## src/rtl/kgp_imem_loader_pkg.sv

```systemverilog
// kgp_loader_pkg: shared state encoding and stream-format constants for the imem loader
package kgp_loader_pkg;

    typedef enum logic [2:0] {
        ST_HDR0,
        ST_HDR1,
        ST_DATA,
        ST_CSUM,
        ST_RUN,
        ST_ERROR
    } state_t;

    localparam int         HDR_LEN        = 2;
    localparam int         BYTES_PER_WORD = 4;
    localparam logic [7:0] CSUM_SEED      = 8'h00;

    // States in which the loader still consumes stream bytes
    function automatic logic is_loading(input state_t s);
        return (s == ST_HDR0) || (s == ST_HDR1) || (s == ST_DATA) || (s == ST_CSUM);
    endfunction

endpackage

```

## src/rtl/kgp_imem_loader_if.sv

```systemverilog
// kgp_imem_loader_if: byte-stream input, imem write port and core-control outputs of the loader
interface kgp_imem_loader_if #(
    parameter int ADDR_W = 10
);
    logic              in_valid;
    logic [7:0]        in_byte;
    logic              in_ready;
    logic              imem_we;
    logic [ADDR_W-1:0] imem_addr;
    logic [31:0]       imem_wdata;
    logic              core_rst;
    logic              load_done;
    logic              err;

    modport master (
        output in_valid, in_byte,
        input  in_ready, imem_we, imem_addr, imem_wdata, core_rst, load_done, err
    );

    modport slave (
        input  in_valid, in_byte,
        output in_ready, imem_we, imem_addr, imem_wdata, core_rst, load_done, err
    );
endinterface

```

## src/rtl/kgp_imem_loader_assembler.sv

```systemverilog
// kgp_word_assembler: packs accepted bytes LSB-first into 32-bit words and flags each completed word
module kgp_word_assembler
    import kgp_loader_pkg::*;
(
    input  logic        clk,
    input  logic        rst_n,
    input  logic        i_en,
    input  logic [7:0]  i_byte,
    output logic [31:0] o_word,
    output logic        o_word_valid
);
    logic [1:0]  r_cnt;
    logic [23:0] r_shift;

    // Only the three earlier bytes need storing; the fourth comes straight off the input
    assign o_word       = {i_byte, r_shift};
    assign o_word_valid = i_en && (r_cnt == 2'(BYTES_PER_WORD - 1));

    // Shift accepted bytes in from the top so the first byte ends up in bits [7:0]
    always_ff @(posedge clk or negedge rst_n) begin
        if (!rst_n) begin
            r_cnt   <= '0;
            r_shift <= '0;
        end else if (i_en) begin
            r_cnt   <= r_cnt + 2'd1;
            r_shift <= {i_byte, r_shift[23:8]};
        end
    end
endmodule

```

## src/rtl/kgp_imem_loader.sv

```systemverilog
// kgp_imem_loader: boot loader that streams a checksummed image into imem and releases RISC_KGP
module kgp_imem_loader
    import kgp_loader_pkg::*;
#(
    parameter int DEPTH  = 1024,
    parameter int ADDR_W = 10
) (
    input  logic              clk,
    input  logic              rst_n,
    kgp_imem_loader_if.slave  bus
);
    state_t            r_state;
    state_t            w_state_nx;
    logic [7:0]        r_n_lo;
    logic [15:0]       r_n;
    logic [15:0]       r_word_cnt;
    logic [7:0]        r_csum;
    logic              r_ready;
    logic              r_we;
    logic [ADDR_W-1:0] r_addr;
    logic [31:0]       r_wdata;
    logic              r_core_rst;
    logic              r_done;
    logic              r_err;
    logic              w_xfer;
    logic              w_data_en;
    logic [15:0]       w_n_hdr;
    logic [31:0]       w_word;
    logic              w_word_valid;
    logic              w_last_word;

    assign w_xfer      = bus.in_valid && r_ready;
    assign w_data_en   = w_xfer && (r_state == ST_DATA);
    assign w_n_hdr     = {bus.in_byte, r_n_lo};
    assign w_last_word = w_word_valid && (r_word_cnt == r_n - 16'd1);

    kgp_word_assembler u_asm (
        .clk          (clk),
        .rst_n        (rst_n),
        .i_en         (w_data_en),
        .i_byte       (bus.in_byte),
        .o_word       (w_word),
        .o_word_valid (w_word_valid)
    );

    // State register
    always_ff @(posedge clk or negedge rst_n) begin
        if (!rst_n) r_state <= ST_HDR0;
        else        r_state <= w_state_nx;
    end

    // Next state; oversize headers are rejected here so the address counter can never wrap
    always_comb begin
        w_state_nx = r_state;
        case (r_state)
            ST_HDR0: if (w_xfer) w_state_nx = ST_HDR1;
            ST_HDR1: if (w_xfer) w_state_nx = (w_n_hdr > 16'(DEPTH)) ? ST_ERROR :
                                              (w_n_hdr == 16'd0)     ? ST_CSUM  : ST_DATA;
            ST_DATA: if (w_last_word) w_state_nx = ST_CSUM;
            ST_CSUM: if (w_xfer) w_state_nx = (bus.in_byte == r_csum) ? ST_RUN : ST_ERROR;
            default: w_state_nx = r_state;
        endcase
    end

    // Header length, running checksum over data bytes only, and completed-word count
    always_ff @(posedge clk or negedge rst_n) begin
        if (!rst_n) begin
            r_n_lo     <= '0;
            r_n        <= '0;
            r_csum     <= CSUM_SEED;
            r_word_cnt <= '0;
        end else begin
            if (w_xfer && r_state == ST_HDR0) r_n_lo <= bus.in_byte;
            if (w_xfer && r_state == ST_HDR1) r_n <= w_n_hdr;
            if (w_data_en) r_csum <= r_csum ^ bus.in_byte;
            if (w_word_valid) r_word_cnt <= r_word_cnt + 16'd1;
        end
    end

    // Registered imem write port: one-cycle strobe after each word's fourth byte
    always_ff @(posedge clk or negedge rst_n) begin
        if (!rst_n) begin
            r_we    <= 1'b0;
            r_addr  <= '0;
            r_wdata <= '0;
        end else begin
            r_we <= w_word_valid;
            if (w_word_valid) begin
                r_addr  <= r_word_cnt[ADDR_W-1:0];
                r_wdata <= w_word;
            end
        end
    end

    // Status outputs follow the next state so they change on the edge the FSM moves
    always_ff @(posedge clk or negedge rst_n) begin
        if (!rst_n) begin
            r_ready    <= 1'b0;
            r_core_rst <= 1'b1;
            r_done     <= 1'b0;
            r_err      <= 1'b0;
        end else begin
            r_ready    <= is_loading(w_state_nx);
            r_core_rst <= (w_state_nx != ST_RUN);
            r_done     <= (w_state_nx == ST_RUN);
            r_err      <= (w_state_nx == ST_ERROR);
        end
    end

    assign bus.in_ready   = r_ready;
    assign bus.imem_we    = r_we;
    assign bus.imem_addr  = r_addr;
    assign bus.imem_wdata = r_wdata;
    assign bus.core_rst   = r_core_rst;
    assign bus.load_done  = r_done;
    assign bus.err        = r_err;
endmodule

```

## src/flat_wrapper.sv

```systemverilog
// flat-port wrapper written by rule: the top's interface ports become plain ports
module kgp_imem_loader_flat import kgp_loader_pkg::*;
#(
    parameter int DEPTH  = 1024,
    parameter int ADDR_W = 10
)
  (clk, rst_n, bus_in_valid, bus_in_byte, bus_in_ready, bus_imem_we, bus_imem_addr, bus_imem_wdata, bus_core_rst, bus_load_done, bus_err);
  kgp_imem_loader_if #(.ADDR_W(ADDR_W)) bus_i ();
  input  logic clk;
  input  logic rst_n;
  input wire logic [$bits(bus_i.in_valid)-1:0] bus_in_valid;
  input wire logic [$bits(bus_i.in_byte)-1:0] bus_in_byte;
  output wire logic [$bits(bus_i.in_ready)-1:0] bus_in_ready;
  output wire logic [$bits(bus_i.imem_we)-1:0] bus_imem_we;
  output wire logic [$bits(bus_i.imem_addr)-1:0] bus_imem_addr;
  output wire logic [$bits(bus_i.imem_wdata)-1:0] bus_imem_wdata;
  output wire logic [$bits(bus_i.core_rst)-1:0] bus_core_rst;
  output wire logic [$bits(bus_i.load_done)-1:0] bus_load_done;
  output wire logic [$bits(bus_i.err)-1:0] bus_err;
  assign bus_i.in_valid = bus_in_valid;
  assign bus_i.in_byte = bus_in_byte;
  assign bus_in_ready = bus_i.in_ready;
  assign bus_imem_we = bus_i.imem_we;
  assign bus_imem_addr = bus_i.imem_addr;
  assign bus_imem_wdata = bus_i.imem_wdata;
  assign bus_core_rst = bus_i.core_rst;
  assign bus_load_done = bus_i.load_done;
  assign bus_err = bus_i.err;
  kgp_imem_loader #(.DEPTH(DEPTH), .ADDR_W(ADDR_W)) u_core (.clk(clk), .rst_n(rst_n), .bus(bus_i));
endmodule
```

## config.mk

```make
export PLATFORM = sky130hd
export DESIGN_NAME = kgp_imem_loader_flat
export DESIGN_NICKNAME = d
export VERILOG_FILES = /design/src/rtl/kgp_imem_loader_pkg.sv /design/src/rtl/kgp_imem_loader_if.sv /design/src/rtl/kgp_imem_loader_assembler.sv /design/src/rtl/kgp_imem_loader.sv /design/src/flat_wrapper.sv
export SDC_FILE = /design/constraint.sdc
export NUM_CORES = 1
export LEC_CHECK = 0
export ABC_AREA = 0
export CORE_MARGIN = 4
export CORE_UTILIZATION = 50
export DETAILED_ROUTE_END_ITERATION = 16
export GPL_TIMING_DRIVEN = 1
export HOLD_SLACK_MARGIN = 0.06
export PLACE_DENSITY_LB_ADDON = 0.2
export SYNTH_ARGS = -nofsm -noshare
export SYNTH_HDL_FRONTEND = slang
export SYNTH_SLANG_ARGS = --single-unit
```

## constraint.sdc

```tcl
create_clock -name clk -period 3.5 [get_ports clk]
set_input_delay 1.05 -clock clk [delete_from_list [all_inputs] [get_ports clk]]
set_output_delay 1.05 -clock clk [all_outputs]
set_load 0.005 [all_outputs]
```

# Word-level counts from Yosys, hierarchy flattened
# Cells that the tools add are included.
# word_totals
regBits	124
input_bits	11
out_inout_bits	47
wordCells	51
# op_classes
add_sub_neg	3
magnitude_cmp	1
eq_ne	12
mux	8
bitwise_logic	1
reduce_logical	12
# op_table
operator	count
adder 16 x 1 -> 16 bit (second input constant)	1
equality test 16 bit	1
> comparator 16 x 11 -> 1 bit (second input constant)	1
zero test 16 bit	1
subtractor 16 x 1 -> 16 bit (second input constant)	1
two-way mux 3 bit	5
equality test 3 x 2 -> 1 bit (second input constant)	4
one-hot mux 3 bit (4 select lines)	1
equality test 8 bit	1
XOR 8 bit	1
equality test 3 x 1 -> 1 bit (second input constant)	2
equality test 3 bit (second input constant)	2
logical AND 1 bit	6
zero test 3 bit	2
logical OR 1 bit	3
!= test 3 bit (second input constant)	1
adder 2 x 1 -> 2 bit (second input constant)	1
equality test 2 bit (second input constant)	1
two-way mux 1 bit	2

# Longest topological paths before layout
# Gate-level depths: netlist of run 1.
# logic_depth
word_depth	10
depth_mapped	8
mapped_depth_nobuf	7

# By module
# Synthesis of run 1 repeated with hierarchy kept, for this count alone.
# hier_totals
hier_cells	426
hier_area_um2	5596.6
# modules_own_cells
module	instances	cells_per_inst	area_per_inst_um2	seq_area_each_um2
kgp_imem_loader	1	361	4458.0	2453.6
kgp_word_assembler	1	65	1138.6	650.6

# Worst setup path before layout of run 1
# Ideal clock, no wire load.
# synth_timing
path_kind	in2reg
from	in bus_in_valid
to	reg u_core.r_wdata[24], in the netlist u_core.bus.imem_wdata[24]
setup_time_ns	0.125
t_arrival_ns	2.462
required_time_ns	3.375
setup_slack_ns	0.913
cell_stages	7
path_buffers	4
cell_sequence	and2_1 -> clkbuf_1 -> and3_1 -> clkbuf_1 -> buf_2 -> buf_2 -> mux2_2
# synth_via
elab_chain_len	3
# synth_rtl
element	line_no	source
from (decl)	flat_wrapper.sv:11	input wire logic [$bits(bus_i.in_valid)-1:0] bus_in_valid;
logical AND 1 bit	kgp_imem_loader.sv:32	assign w_xfer = bus.in_valid && r_ready;
logical AND 1 bit	kgp_imem_loader.sv:33	assign w_data_en = w_xfer && (r_state == ST_DATA);
logical AND 1 bit	kgp_imem_loader_assembler.sv:17	assign o_word_valid = i_en && (r_cnt == 2'(BYTES_PER_WORD - 1));
to (signal assigned)	kgp_imem_loader.sv:90	r_wdata <= w_word;
to (decl)	kgp_imem_loader.sv:21	logic [31:0] r_wdata;
# Every way passes these cells.
# A chain may end at the register's enable or synchronous reset.

# Worst setup path in the final report of run 1
# layout_timing
from	in bus_in_byte[4]
to	reg u_core.r_state[0]
# layout_via
elab_chain_len	5
word_cells_on_any_way	9
cone_classes	order compare: 1; eq/ne: 1; mux: 6; reduce/logical: 1
# layout_rtl
element	line_no	source
from (decl)	flat_wrapper.sv:12	input wire logic [$bits(bus_i.in_byte)-1:0] bus_in_byte;
parallel branches: the longest is 4 deep, another holds > comparator 16 x 11 -> 1 bit	--	
one-hot mux 3 bit (4 select lines) *	kgp_imem_loader.sv:55	case (r_state)
via u_core.w_state_nx[0]	kgp_imem_loader.sv:13	state_t w_state_nx;
to (signal assigned)	kgp_imem_loader.sv:49	else r_state <= w_state_nx;
to (decl)	kgp_imem_loader.sv:12	state_t r_state;
# Mark *: on every way through the listed nets, which the timed path passes.

==> results.md, run 1 <==
* # fillers at 838
* Hpwl dp at 7920 um
* Internal at 0.00250 W
* Worst-Margin Slew at 0.779 ns
* RSZ-0062 raised after global routing: no
* Cts bufs inserted at 17
* GPL Wtd Cong at 0.896
* Peak VDD IR at 0.000351 V
* Clk pwr share at 0.534
* Number of synthesized register bits at 124
* First-pass GRT wire length at 19600 um
* Die area at 12600 sq um
* EDFF count, synth at 0
* Setup CP Type: input port to flip-flop
* Syn_area_per_cell at 11.8 sq um
* WP data arrival at 3.12 ns
* Routed WL per cell at 16.8 um
* Die height at 112 um
* Post-Syn Area at 5450 sq um
* Distinct cells, synth at 51
* Worst skew pair latency at 0.52 ns
* I/O Buffers at 57
* Most frequent CP cell: a311oi_1
* Met2 routed WL at 5510 um
* Routed vias at 3672
* Layout cells sized above 1 at 0.208
* Register area share after synthesis at 0.570
* Cell count after synthesis at 460
* Hold buffer count at cts at 0
* Via-to-Cell Ratio at 5.42
* Die X at 112 um
* Sw power at 0.000713 W
* CTS tree: built
* Crit-path cells: clkdlybuf4s50_1 > or4_1 > nor2_1 > a311oi_1 > a311oi_1 > o41ai_2
* Vias in the first global route at 3808
* Slowest stage cell, crit path: or4_1
* # clock sinks at 124
* # IOs at 58
* Critical path endpoint category: flip-flop
* Syn nets at 474
* Final design utilization at 0.650
* Min Tclk post-route at 2.75 ns
* Async set-reset flop share out of synthesis at 1.00
* Hold WC Path Type: input port to asynchronous set/reset pin
* Initial antenna violation count at 0
* Final hold violation count at 0
* H-Tree Level Count at 4
* Setup Skew at 0.00695 ns
* DR DRC count at 0
* P_leak at 3.35 nW
* Clk buf depth at 2
* Post-route ant nets at 0
* Nets at 543
* Top delay family on crit path: compound AO/OA/AOI/OAI gates
* Overflow left after global routing at 0
* Largest stage delay on the critical path at 0.56 ns
* Core Area at 10500 sq um
* Max-slew violations at 0
* Synth top area share at 0.565
* Cell with the most instances after synthesis: dfrtp_1
* Status: finished, final reports clean
* Finish-stage setup viols at 0
* Overall routing resource usage at 0.196
* Sequential cell fraction of total power at 0.447
* DRT Wirelength at 11400 um
* Iter 0 DRT Violations at 173
* Top FF cell, synth: dfrtp_1
* Top layer in use: met4
* Metal-1 WL at 5170 um
* Critical path fanouts, max at 6
* Root Driver: clkbuf_8
* Post-synth top cells: dfrtp_1, nand2_1, mux2_2
* CP bufs+invs at 1
* Initial Utilization at 0.520
* First-pass detailed-route iteration total at 5
* Worst Setup Start Kind: input port
* Worst Path Required at 3.87 ns
* # Max-Cap Violations at 0
* PD cells at 472 nW/um^2
* F_max at 364 MHz
* Post-CTS Resized at 0
* Period utilisation layout at 0.785
* Net Sw Frac at 0.222
* Slew HR at 0.474
* Dominant cell type by area after synthesis: dfrtp_1
* Site row count at 37
* Post-CTS setup buffer count at 0
* TNS Setup at 0 ns
* Syn-to-layout area delta at 24.9%
* Yosys warns at 0
* Top cells by area, synth: dfrtp_1, mux2_2, nand2_1, xnor2_1, xor2_1
* DR WL met3 at 586 um
* Clock transition at path regs at 0.06 ns
* Pin count of the biggest net entering global routing at 49
* Diodes inserted at 0
* Gate power share at 0.019
[logic make-up after synthesis]
group / share of synthesized area
xor+xnor: 0.0804
compound gates: 0.0437
flops: 0.570
fa+ha+maj: 0.00689
mux: 0.140
buf+inv: 0.0232
simple gates: 0.135
[layout make-up]
cell class              instances  area, sq um  share of cell area
repair buffers                 71          686               0.101
clock inverters                14          158              0.0232
multi-input cells             305         2220               0.326
flip-flops and latches        124         3100               0.457
inverters                      10         37.5             0.00552
well taps                     136          170              0.0250
clock buffers                  18          428              0.0629
[power by group through the flow]
| stage | Sequential (W) | Clock, W | Combinational (W) |
|---|---|---|---|
| 2_1_floorplan | 0.00146 | 0 | 0.00000627 |
| 3_3_place_gp | 0.00146 | 0 | 0.0000624 |
| 3_5_place_dp | 0.00146 | 0 | 0.0000638 |
| 4_1_cts | 0.00143 | 0.00175 | 0.0000641 |
| 5_1_grt | 0.00143 | 0.00182 | 0.0000712 |
| 6_report | 0.00143 | 0.00172 | 0.0000620 |
[routing by layer]
metal | track usage | up-vias
li1 | - | 1736
met1 | 0.271 | 1827
met2 | 0.304 | 95
met3 | 0.0588 | 14
met4 | 0.0545 | 0
met5 | 0 | -
[path summary, 6_finish.rpt]
kind | to | depth (start not counted) | slack (ns) | start
min reg2reg | u_core.u_asm.r_cnt[0] | 1 | 0.48 | u_core.u_asm.r_cnt[0]
max in group asynchronous | u_core.u_asm.r_shift[18] | 2 | 2.37 | rst_n
max reg2reg | u_core.r_state[0] | 7 | 0.88 | u_core.r_n[0]
min | u_core.bus.imem_addr[8] | 1 | 0.45 | rst_n
min in group clk | u_core.u_asm.r_cnt[0] | 1 | 0.48 | u_core.u_asm.r_cnt[0]
max | u_core.r_state[0] | 6 | 0.75 | bus_in_byte[4]
[sequential cells by signal (all words and copies together) (netlist names)]
register	cells
u_core.bus.core_rst	1
u_core.bus.err	1
u_core.bus.imem_addr	10
u_core.bus.imem_wdata	32
u_core.bus.imem_we	1
u_core.bus.in_ready	1
u_core.bus.load_done	1
u_core.r_csum	8
u_core.r_n	16
u_core.r_n_lo	8
u_core.r_state	3
u_core.r_word_cnt	16
u_core.u_asm.r_cnt	2
u_core.u_asm.r_shift	24
[per-stage QoR]
step | cells | setup WS (ns) | instance area, sq um | hold WS, ns | total power (W)
floorplan | 460 | 0.913 | 5450 | 0.440 | 0.00147
global placement | 646 | 0.302 | 6210 | 0.457 | 0.00152
detailed placement | 646 | 0.228 | 6210 | 0.465 | 0.00152
CTS | 678 | 0.768 | 6800 | 0.452 | 0.00324
global route | 678 | 0.586 | 6800 | 0.467 | 0.00333
finish | 678 | 0.754 | 6800 | 0.451 | 0.00321
[cell usage in the layout, fill, tap and decap left out, types with 2 or more instances in the layout]
cell type	netlist	final
dfrtp_1	123	123
nor4b_1	2	2
nor2_1	15	15
inv_6	0	5
a311o_1	2	2
clkinvlp_4	0	5
a311oi_1	2	2
nand4_1	9	9
nor2b_1	2	2
nor4_1	4	4
buf_4	0	14
clkbuf_8	0	2
nor3_1	2	2
nand2_1	90	90
o21ai_0	3	3
and4_1	2	2
xor2_1	19	19
clkdlybuf4s50_1	0	56
ha_1	3	3
or4_1	2	2
mux2_2	58	58
and3_1	5	4
a32oi_1	2	2
a21oi_1	3	3
nand3_1	10	10
xnor2_1	31	31
clkbuf_16	0	16
a211o_1	2	2
mux2_1	9	9
a41oi_1	2	2
and2_1	5	5
bufinv_16	0	2
inv_1	10	10
a2111oi_0	2	2
Power figures use the tool's default switching activity.
==> run 2, diff against run 1 <==
Clock period 3.5 ns to 2.3 ns, I/O delays scaled along.
==> run 2 against run 1 <==
Effect of this change:
- global-route usage rose by 0.20 points
- die area is the same
- critical path depth is 1 higher
- sequential power up 52%
- non-clock buffer count is 34 higher
- sequential share of layout area decreased by 2.3 points
- hold slack worse by 0.31 ns
- count of clock-buffer cells in the layout down 1
- first-iteration DRC count fell by 1.7%
- total power up 57%
- clock power is 59% higher
- via count up 3.2%
- highest routed layer unchanged
==> results.md, run 2 (same netlist as run 1, synthesis figures left out) <==
* Worst Path Required at 2.72 ns
* DRT Wirelength at 11700 um
* # clock sinks at 124
* Hold buffer count at cts at 0
* Clk buf depth at 2
* Most frequent cells in the layout: dfrtp_1, nand2_1, mux2_2, clkdlybuf4s50_1, buf_4
* Initial Utilization at 0.520
* # IOs at 58
* Post-route ant nets at 0
* Layout cells sized above 1 at 0.261
* Finish-stage setup viols at 0
* Die area at 12600 sq um
* F_max at 441 MHz
* Final hold violation count at 0
* Overflow left after global routing at 0
* Slowest stage cell, crit path: or4b_4
* DR DRC count at 0
* Worst Setup Start Kind: flip-flop
* Critical path fanouts, max at 3
* Min Tclk post-route at 2.27 ns
* CTS tree: built
* # Max-Cap Violations at 0
* Commonest non-fill, non-tap cell in the layout: dfrtp_1
* Pin count of the biggest net entering global routing at 45
* Crit-path cells: inv_2 > ha_4 > or4b_4 > or4_1 > a32oi_1 > nand4_1 > o41ai_2
* Fin cells at 711
* Site row count at 37
* Cts bufs inserted at 17
* P_leak at 3.56 nW
* Status: finished, final reports clean
* Largest stage delay on the critical path at 0.47 ns
* Vias in the first global route at 3899
* GPL Wtd Cong at 0.829
* Initial antenna violation count at 0
* Via-to-Cell Ratio at 5.33
* I/O Buffers at 57
* Max-slew violations at 0
* Overall routing resource usage at 0.198
* First-pass detailed-route iteration total at 4
* Post-CTS setup buffer count at 0
* Die height at 112 um
* Clock transition at path regs at 0.06 ns
* Setup CP Type: flip-flop to flip-flop
* R2r setup slk at 0.03 ns
* Root Driver: clkbuf_8
* Nets at 577
* Top delay family on crit path: simple AND/OR/NAND/NOR gates
* Setup Skew at 0.00729 ns
* Hold WC Path Type: input port to asynchronous set/reset pin
* Routed WL per cell at 16.4 um
* CP bufs+invs at 1
* Core Area at 10500 sq um
* Slew HR at 0.580
* Period utilisation layout at 0.986
* Syn-to-layout area delta at 31.3%
* Peak VDD IR at 0.000680 V
* Diodes inserted at 0
* Die X at 112 um
* Placed Cells at 680
* First-pass GRT wire length at 19700 um
* PD cells at 703 nW/um^2
* Worst skew pair latency at 0.53 ns
* H-Tree Level Count at 4
* Critical path endpoint category: flip-flop
* Iter 0 DRT Violations at 170
* RSZ-0062 raised after global routing: yes
* Final design utilization at 0.684
* Max reg flops at 32
* WP data arrival at 2.68 ns
* Routed vias at 3789
* Worst-Margin Slew at 0.624 ns
* Hpwl dp at 8320 um
[run 2: cell types whose count changed in the layout (fill, tap and decap cells not counted), moves of 2 or more]
cell,previous run,this run
buf_4,14,44
buf_12,1,5
clkinv_4,0,3
clkinvlp_4,5,2
inv_6,5,2
bufinv_16,2,4
clkinv_2,1,3
[run 2: path summary, 6_finish.rpt]
| check | start | end | cells after the start |
|---|---|---|---|
| max in group asynchronous | rst_n | u_core.bus.core_rst | 2 |
| max | u_core.r_n[0] | u_core.r_state[0] | 7 |
| min reg2reg | u_core.u_asm.r_shift[0] | u_core.u_asm.r_shift[0] | 2 |
| min in group clk | u_core.u_asm.r_shift[0] | u_core.u_asm.r_shift[0] | 2 |
| min | rst_n | u_core.bus.imem_addr[1] | 1 |
| max reg2reg | u_core.r_n[0] | u_core.r_state[0] | 7 |
[run 2: power by group]
part	switching (W)	internal, W
clock	0.000979	0.00176
combinational	0.0000696	0.0000406
sequential	0	0.00218
[run 2: worst register-to-register path: stages, from the launching register on]
cell and delay (ns):
dfrtp_1 0.39, inv_2 0.09, ha_4 0.14, or4b_4 0.47, or4_1 0.47, a32oi_1 0.18, nand4_1 0.17, o41ai_2 0.24
[run 2: what timing repair did]
action                     in CTS  in global routing
gates cloned                    0                  0
setup endpoints to repair       1                  1
resized for setup               3                  3
pin swaps                       3                  0
[run 2: area by class of cell]
type	instances	area [sq um]
fill	769	3310
sequential	124	3100
multi-input combinational	305	2240
timing repair buffer	105	991
clock buffer	17	414
clock inverter	14	194
tap	136	170
inverter	10	37.5
[run 2: stage by stage]
stage | TNS, ns | power, W | setup WS, ns | hold WS [ns] | cell area, sq um
after floorplan | 0 | 0.00223 | 0.0106 | 0.394 | 5450
after global placement | -11.12 | 0.00233 | -0.371 | 0.455 | 6520
after detailed placement | -11.93 | 0.00233 | -0.327 | 0.457 | 6520
after CTS | 0 | 0.00509 | 0.00318 | 0.137 | 7140
after global routing | -0.0695 | 0.00520 | -0.0695 | 0.149 | 7150
final | 0 | 0.00503 | 0.0318 | 0.137 | 7150
[run 2: routing by layer]
layer | vias to the layer above | GRT usage | wire (um)
met5 | - | 0 | 0
met4 | 0 | 0.0665 | 131
met3 | 8 | 0.0631 | 544
met2 | 108 | 0.308 | 5510
met1 | 1877 | 0.266 | 5470
li1 | 1796 | - | -
